## src/rtl/if_fetch_stage.sv

```systemverilog
// Instruction-fetch stage: owns the fetch PC, keeps one request in flight to instruction
// memory, fills the IF/ID register (with a one-entry skid) and squashes wrong-path fetches.
module if_fetch_stage #(
    parameter logic [31:0] RESET_PC  = 32'h0000_0000,
    parameter logic [31:0] NOP_INSTR = 32'h0000_0013
) (
    input  logic        clk,
    input  logic        rst,
    input  logic        redirect_valid,
    input  logic [31:0] redirect_pc,
    input  logic        stall,
    output logic        imem_req_valid,
    input  logic        imem_req_ready,
    output logic [31:0] imem_req_addr,
    input  logic        imem_rsp_valid,
    input  logic [31:0] imem_rsp_data,
    output logic        if_id_valid,
    output logic [31:0] if_id_pc,
    output logic [31:0] if_id_pc_plus4,
    output logic [31:0] if_id_instr,
    output logic        flush_id_ex
);

    typedef enum logic [1:0] {
        StIssue,
        StWait,
        StDiscard
    } state_e;

    state_e      state_q, state_d;
    logic [31:0] fetch_pc_q, fetch_pc_d;
    logic [31:0] req_pc_q, req_pc_d;

    logic        skid_valid_q, skid_valid_d;
    logic [31:0] skid_pc_q, skid_pc_d;
    logic [31:0] skid_instr_q, skid_instr_d;

    logic        if_id_valid_q, if_id_valid_d;
    logic [31:0] if_id_pc_q, if_id_pc_d;
    logic [31:0] if_id_pc_plus4_q, if_id_pc_plus4_d;
    logic [31:0] if_id_instr_q, if_id_instr_d;

    logic        req_fire;
    logic        rsp_accept;
    logic        loadable;
    logic [31:0] redirect_pc_aligned;

    assign redirect_pc_aligned = {redirect_pc[31:2], 2'b00};

    assign imem_req_valid = (state_q == StIssue) && !skid_valid_q && !redirect_valid && !rst;
    assign imem_req_addr  = {fetch_pc_q[31:2], 2'b00};
    assign req_fire       = imem_req_valid && imem_req_ready;

    // A response is only useful in WAIT and only if no redirect squashes it this cycle.
    assign rsp_accept = (state_q == StWait) && imem_rsp_valid && !redirect_valid;
    assign loadable   = !(stall && if_id_valid_q);

    assign flush_id_ex    = redirect_valid;
    assign if_id_valid    = if_id_valid_q;
    assign if_id_pc       = if_id_pc_q;
    assign if_id_pc_plus4 = if_id_pc_plus4_q;
    assign if_id_instr    = if_id_instr_q;

    // Fetch control FSM
    always_comb begin
        state_d    = state_q;
        fetch_pc_d = fetch_pc_q;
        req_pc_d   = req_pc_q;

        unique case (state_q)
            StIssue: begin
                if (req_fire) begin
                    req_pc_d   = fetch_pc_q;
                    fetch_pc_d = fetch_pc_q + 32'd4;
                    state_d    = StWait;
                end
            end
            StWait: begin
                if (imem_rsp_valid) begin
                    state_d = StIssue;
                end else if (redirect_valid) begin
                    state_d = StDiscard;
                end
            end
            StDiscard: begin
                if (imem_rsp_valid) begin
                    state_d = StIssue;
                end
            end
            default: state_d = StIssue;
        endcase

        if (redirect_valid) begin
            fetch_pc_d = redirect_pc_aligned;
        end
    end

    // IF/ID register and skid buffer
    always_comb begin
        skid_valid_d     = skid_valid_q;
        skid_pc_d        = skid_pc_q;
        skid_instr_d     = skid_instr_q;
        if_id_valid_d    = if_id_valid_q;
        if_id_pc_d       = if_id_pc_q;
        if_id_pc_plus4_d = if_id_pc_plus4_q;
        if_id_instr_d    = if_id_instr_q;

        if (redirect_valid) begin
            // Redirect clears IF/ID even under stall; pc fields keep their old values.
            skid_valid_d  = 1'b0;
            if_id_valid_d = 1'b0;
            if_id_instr_d = NOP_INSTR;
        end else if (loadable) begin
            if (skid_valid_q) begin
                skid_valid_d     = 1'b0;
                if_id_valid_d    = 1'b1;
                if_id_pc_d       = skid_pc_q;
                if_id_pc_plus4_d = skid_pc_q + 32'd4;
                if_id_instr_d    = skid_instr_q;
            end else if (rsp_accept) begin
                if_id_valid_d    = 1'b1;
                if_id_pc_d       = req_pc_q;
                if_id_pc_plus4_d = req_pc_q + 32'd4;
                if_id_instr_d    = imem_rsp_data;
            end else begin
                if_id_valid_d = 1'b0;
                if_id_instr_d = NOP_INSTR;
            end
        end else if (rsp_accept) begin
            skid_valid_d = 1'b1;
            skid_pc_d    = req_pc_q;
            skid_instr_d = imem_rsp_data;
        end
    end

    always_ff @(posedge clk) begin
        if (rst) begin
            // A request still in flight across reset must have its response swallowed.
            if ((state_q == StWait || state_q == StDiscard) && !imem_rsp_valid) begin
                state_q <= StDiscard;
            end else begin
                state_q <= StIssue;
            end
            fetch_pc_q       <= RESET_PC;
            req_pc_q         <= 32'd0;
            skid_valid_q     <= 1'b0;
            skid_pc_q        <= 32'd0;
            skid_instr_q     <= 32'd0;
            if_id_valid_q    <= 1'b0;
            if_id_pc_q       <= 32'd0;
            if_id_pc_plus4_q <= 32'd0;
            if_id_instr_q    <= NOP_INSTR;
        end else begin
            state_q          <= state_d;
            fetch_pc_q       <= fetch_pc_d;
            req_pc_q         <= req_pc_d;
            skid_valid_q     <= skid_valid_d;
            skid_pc_q        <= skid_pc_d;
            skid_instr_q     <= skid_instr_d;
            if_id_valid_q    <= if_id_valid_d;
            if_id_pc_q       <= if_id_pc_d;
            if_id_pc_plus4_q <= if_id_pc_plus4_d;
            if_id_instr_q    <= if_id_instr_d;
        end
    end

endmodule

```

## config.mk

```make
export PLATFORM = sky130hd
export DESIGN_NAME = if_fetch_stage
export DESIGN_NICKNAME = d
export VERILOG_FILES = /design/src/rtl/if_fetch_stage.sv
export SDC_FILE = /design/constraint.sdc
export NUM_CORES = 1
export LEC_CHECK = 0
export CAP_MARGIN = 20
export CORE_UTILIZATION = 26
export CTS_CLUSTER_SIZE = 10
export DETAILED_ROUTE_END_ITERATION = 12
export PLACE_DENSITY_LB_ADDON = 0.1
export SETUP_SLACK_MARGIN = 0.05
export SYNTH_ARGS = -nofsm -noshare
export SYNTH_HDL_FRONTEND = slang
export SYNTH_SLANG_ARGS = --single-unit
export TNS_END_PERCENT = 50
```

## constraint.sdc

```tcl
create_clock -name clk -period 4.39 [get_ports clk]
set_input_delay 0.439 -clock clk [delete_from_list [all_inputs] [get_ports clk]]
set_output_delay 0.439 -clock clk [all_outputs]
set_load 0.02 [all_outputs]
```

Word level (Yosys, flattened, before mapping). Cells that the tools add are included.

Bits of input ports: 70. Output and inout bits: 131. Word-level logic and storage cells: 63. Register bits after elaboration: 228.

Reduce and logical (&&, ||, !) cells: 24. Eq/ne operators: 5. Add/subtract/negate cells: 3. Bitwise gates (word level): 2. Multiplexer cells: 18.

Operator list (number): $mux 32 (9); $add 32x3->32 const B (3); $mux 2 (6); $reduce_and 3->1 (3); $logic_and 1x1->1 (8); $ne 3x3->1 const B (2); $pmux 2 s3 (1); $reduce_bool 2->1 (3); $logic_not 1->1 (4); $ne 4x4->1 const B (1); $reduce_and 2->1 (2); $reduce_or 3->1 (1); $eq 2x1->1 const B (1); $eq 2x2->1 const B (1); $logic_not 2->1 (1); $mux 1 (2); $not 1->1 (2); $reduce_or 2->1 (1); $logic_or 1x1->1 (1).

Logic depth before layout (Yosys ltp).
Word-level depth: 8. Mapped depth: 12. Depth with buffers taken out: 8.

Worst setup path after synthesis. No wires, ideal clock.

Path kind: reg-to-reg. From: reg skid_valid_q. To: reg if_id_pc_plus4_q[24] (netlist: if_id_pc_plus4[24]). Required time: 4.268 ns. Path slack: 1.031 ns. Arrival time: 3.237 ns. Cell stages (with the launch flop): 13. Library setup time: 0.122 ns. Path buffers: 5. Clock period less this slack: 3.359 ns. Path through: dfxtp_1 buf_6 buf_6 buf_4 clkbuf_1 buf_2 mux2_2 ha_1 inv_1 a211oi_1 nand4_1 mux2_2 a311o_1.

Word-level cells in the longest chain between the ends: 2. Elaborated cells between the ends (all ways): 3. Classes of those cells: 1 x mux; 2 x reduce/logical.

RTL lines: start: declaration (RTL line 34) `logic skid_valid_q, skid_valid_d;`; start signal: assignment (RTL line 157) `skid_valid_q <= skid_valid_d;`; $reduce_bool 2->1 (no source line); $reduce_and 3->1 (no source line); end signal: assignment (RTL line 162) `if_id_pc_plus4_q <= if_id_pc_plus4_d;`; end: declaration (RTL line 40) `logic [31:0] if_id_pc_plus4_q, if_id_pc_plus4_d;`.

Several ways; a longest one is shown, not always the timed one. A chain may end at the register's enable or synchronous reset.

Final worst setup path.
From: reg state_q[1]. To: out imem_req_valid.

Word-level cells in the longest chain between the ends: 4.

RTL lines: start: declaration (RTL line 30) `state_e state_q, state_d;`; start signal: assignment (RTL line 140) `state_q <= StDiscard;`; start signal: assignment (RTL line 142) `state_q <= StIssue;`; start signal: assignment (RTL line 154) `state_q <= state_d;`; $logic_not 2->1 (RTL line 50) `assign imem_req_valid = (state_q == StIssue) && !skid_valid_q && !redirect_valid && !rst;`; $logic_and 1x1->1 (3 in series) (RTL line 50); end: declaration (RTL line 12) `output logic imem_req_valid,`.

Every way passes these cells.

==> summary.md <==
| Metric | Value |
|---|---|
| Leakage | 0.00425 uW |
| CP arrival | 2.65 ns |
| DR vias | 9214 |
| Rows | 71 |
| Crit path launch | state_q[1]$_DFFE_PP_ |
| # clock sinks | 218 |
| DRC Markers | 2 |
| Synth top area share | 0.436 |
| DR iter-0 viols | 505 |
| Hold_sp | rst |
| Layout cell share with drive strength beyond 1 | 0.0794 |
| Worst vdd rail ir drop | 0.256 mV |
| Clock latency at the later pin of the worst-skew pair | 0.54 ns |
| GRT Total Usage | 0.166 |
| Outcome | complete, but fails checks |
| Max Cap Viol | 0 |
| WHS Path Cells | 2 |
| Synthesized area | 9910 um2 |
| Slew @ Worst Pin | 0.772 ns |
| Syn-to-layout area delta | 32.0% |
| Count of final max-slew check failures | 0 |
| Final worst slack | 1.31 ns |
| Die W | 197 um |
| H-tree Lvls | 1 |
| FMAX | 324 MHz |
| Critical path fanouts, max | 4 |
| R2r setup slk | 1.45 ns |
| Initial Util | 0.264 |
| Initial antenna violation count | 0 |
| Slew margin rel. | 0.471 |
| CTS tree | yes |
| Drt wl/cell | 17.4 um |
| Ys flop type | dfxtp_1 |
| Hold crit path type | input port to flop |
| Crit share post-route | 0.703 |
| IO Port Bufs | 192 |
| Total CTS buffers | 27 |
| #FFs+latches synth | 218 |
| # setup viols final | 0 |
| # hold bufs at CTS | 0 |
| P per Cell Area | 374 nW/um2 |
| Grt ovf | 0 |
| Critical Path RT | 3.95 ns |
| GPL Wtd Cong | 0.763 |
| Worst-path clk slew | 0.06 ns |
| Largest net degree at the start of global routing | 82 |
| IO Count | 201 |
| Crit path time final | 3.08 ns |
| Sequential-to-total area share from yosys stat | 0.442 |
| Setup Skew | 0.0109 ns |
| End of the worst register-to-register path | fetch_pc_q[30]$_SDFFE_PP0P_ |
| Avg Vias per Cell | 4.86 |
| Vias in the first global route | 8666 |
| Reg-to-Reg Start | state_q[1]$_DFFE_PP_ |
| DP HPWL | 22200 um |
| Nets@finish | 1447 |
| Pre-Repair DR Iteration Count | 9 |
| Async SR Flop Fraction | 0 |
| Root Buffer | clkbuf_16 |
| Final antenna diode count | 0 |
| Post-DRT Antenna Nets | 0 |
| R2r worst-path depth | 8 |
| YS warnings | 0 |
| Post-Syn Instances | 1218 |
| Final Hold Fails | 0 |
| Syn Area/Cell | 8.14 um2 |
| Setup repair bufs after CTS | 0 |
| Crit path launch type | flop |
| Number of enable flip-flop cells after synthesis | 2 |
| First-pass GRT wire length | 51300 um |
| Worst setup path category | flop to primary output |
| Top cells by area, synth | dfxtp_1 (44%), nand2_1 (9.8%), a21oi_1 (6.7%) |
| Pre-CTS setup slack | 1.17 ns |
| Post-synth cell types | 57 |
| Setup TNS | 0 ns |
| Clock buffer depth | 3 |
| Die height | 197 um |
| RSZ-0062 raised after global routing | no |
| WHS Endpoint | fetch_pc_q[11]$_SDFFE_PP0P_ |
| Die ar. | 38900 um2 |
| Post-cts resize count | 0 |
| Core area | 37600 um2 |
| WL final | 33100 um |
| Failing checks | DRC |
| Type of element capturing the critical path | primary output |
| Yosys top cell by area | dfxtp_1 |
-- metrics by stage --
stage                     area (um2)  utilization  hold WS (ns)  total power (uW)  std cells
after CTS                      13100        0.348         0.399              4980       1897
after detailed placement       12300        0.327         0.446              2880       1853
after global placement         12300        0.327         0.439              2880       1853
after floorplan                 9930            -         0.433              2560       1223
after global routing           13100        0.348         0.415              5130       1897
final                          13100        0.348         0.413              4900       1897
-- state kept, by name, summed over array words and instances, names as in the netlist --
register / count
state_q: 2
req_pc_q: 30
skid_valid_q: 1
if_id_pc_plus4: 30
if_id_pc: 30
skid_instr_q: 32
if_id_instr: 32
if_id_valid: 1
skid_pc_q: 30
fetch_pc_q: 30
-- cell usage in the layout (no fill, tap or decap), types with 11 or more instances in the layout --
cell type,n
a211oi_1,27
mux2i_1,33
or4_1,11
nor2_1,84
a31oi_1,17
clkdlybuf4s50_1,191
nand3_1,41
a21oi_1,132
dfxtp_1,215
inv_1,13
o21ai_0,28
nand4_1,24
clkbuf_16,27
a22oi_1,35
buf_4,25
nand2_1,257
mux2_2,40
nor3_1,23
-- power breakdown --
| part | internal [uW] | switching (uW) | total, uW |
|---|---|---|---|
| registers | 2070 | 75.2 | 2140 |
| logic | 290 | 404 | 694 |
| clock network | 1210 | 860 | 2070 |
| total | 3560 | 1340 | 4900 |
-- logic make-up after synthesis --
group                      count (synthesis)  synth area share
xor gates and xnor gates                  11           0.00972
buffers and inverters                    111            0.0475
muxes                                     73            0.0787
and+or+nand+nor                          512             0.236
adders and majority gates                  6           0.00757
AOI/OAI and AO/OA                        286             0.178
other                                      1          0.000378
DFF                                      218             0.442
-- final cells by class --
cell class / instances / area [um2]
tap: 511 / 639
clock buffer: 42 / 782
clock inverter: 2 / 13.8
fill: 3955 / 24500
timing repair buffer: 217 / 2110
sequential: 218 / 4390
multi-input combinational: 894 / 5100
inverter: 13 / 48.8
-- per-layer routing --
metal,routed length [um],part of all wire,global-route usage,vias to the layer above
li1,-,-,-,4644
met2,13700,0.41,0.242,202
met1,17400,0.52,0.253,4338
met3,1660,0.050,0.0277,30
met4,392,0.012,0.0304,0
met5,0,0,0,-
-- cells in the mapped netlist, types with 10 or more instances --
master and count:
mux2_2 40, inv_1 13, dfxtp_1 216, nand2_1 258, or4_1 11, a211oi_1 27, nor3_1 24, nand4_1 24
nor2_1 87, buf_1 13, mux2i_1 33, xnor2_1 10, and3_1 10, a21oi_1 132, nand3_1 41, a31oi_1 17
a22oi_1 35, o21ai_0 28, clkbuf_1 68
-- critical path, stage by stage (launching register included) --
cell and delay, ns:
edfxtp_1 0.40, inv_1 0.11, ha_1 0.17, or4b_1 0.60, inv_1 0.17, clkdlybuf4s50_1 0.64
-- how the worst max path moves through the flow --
stage,end,slack (ns),cells after the start
final,imem_req_valid,1.31,5
after global routing,imem_req_valid,1.12,5
after CTS,imem_req_valid,1.25,5
after detailed placement,fetch_pc_q[30]$_SDFFE_PP0P_,1.17,7
after global placement,fetch_pc_q[30]$_SDFFE_PP0P_,1.22,7
after floorplan,if_id_pc_plus4[24]$_SDFFE_PP0P_,1.03,12
(Power assumes the default switching activity.)
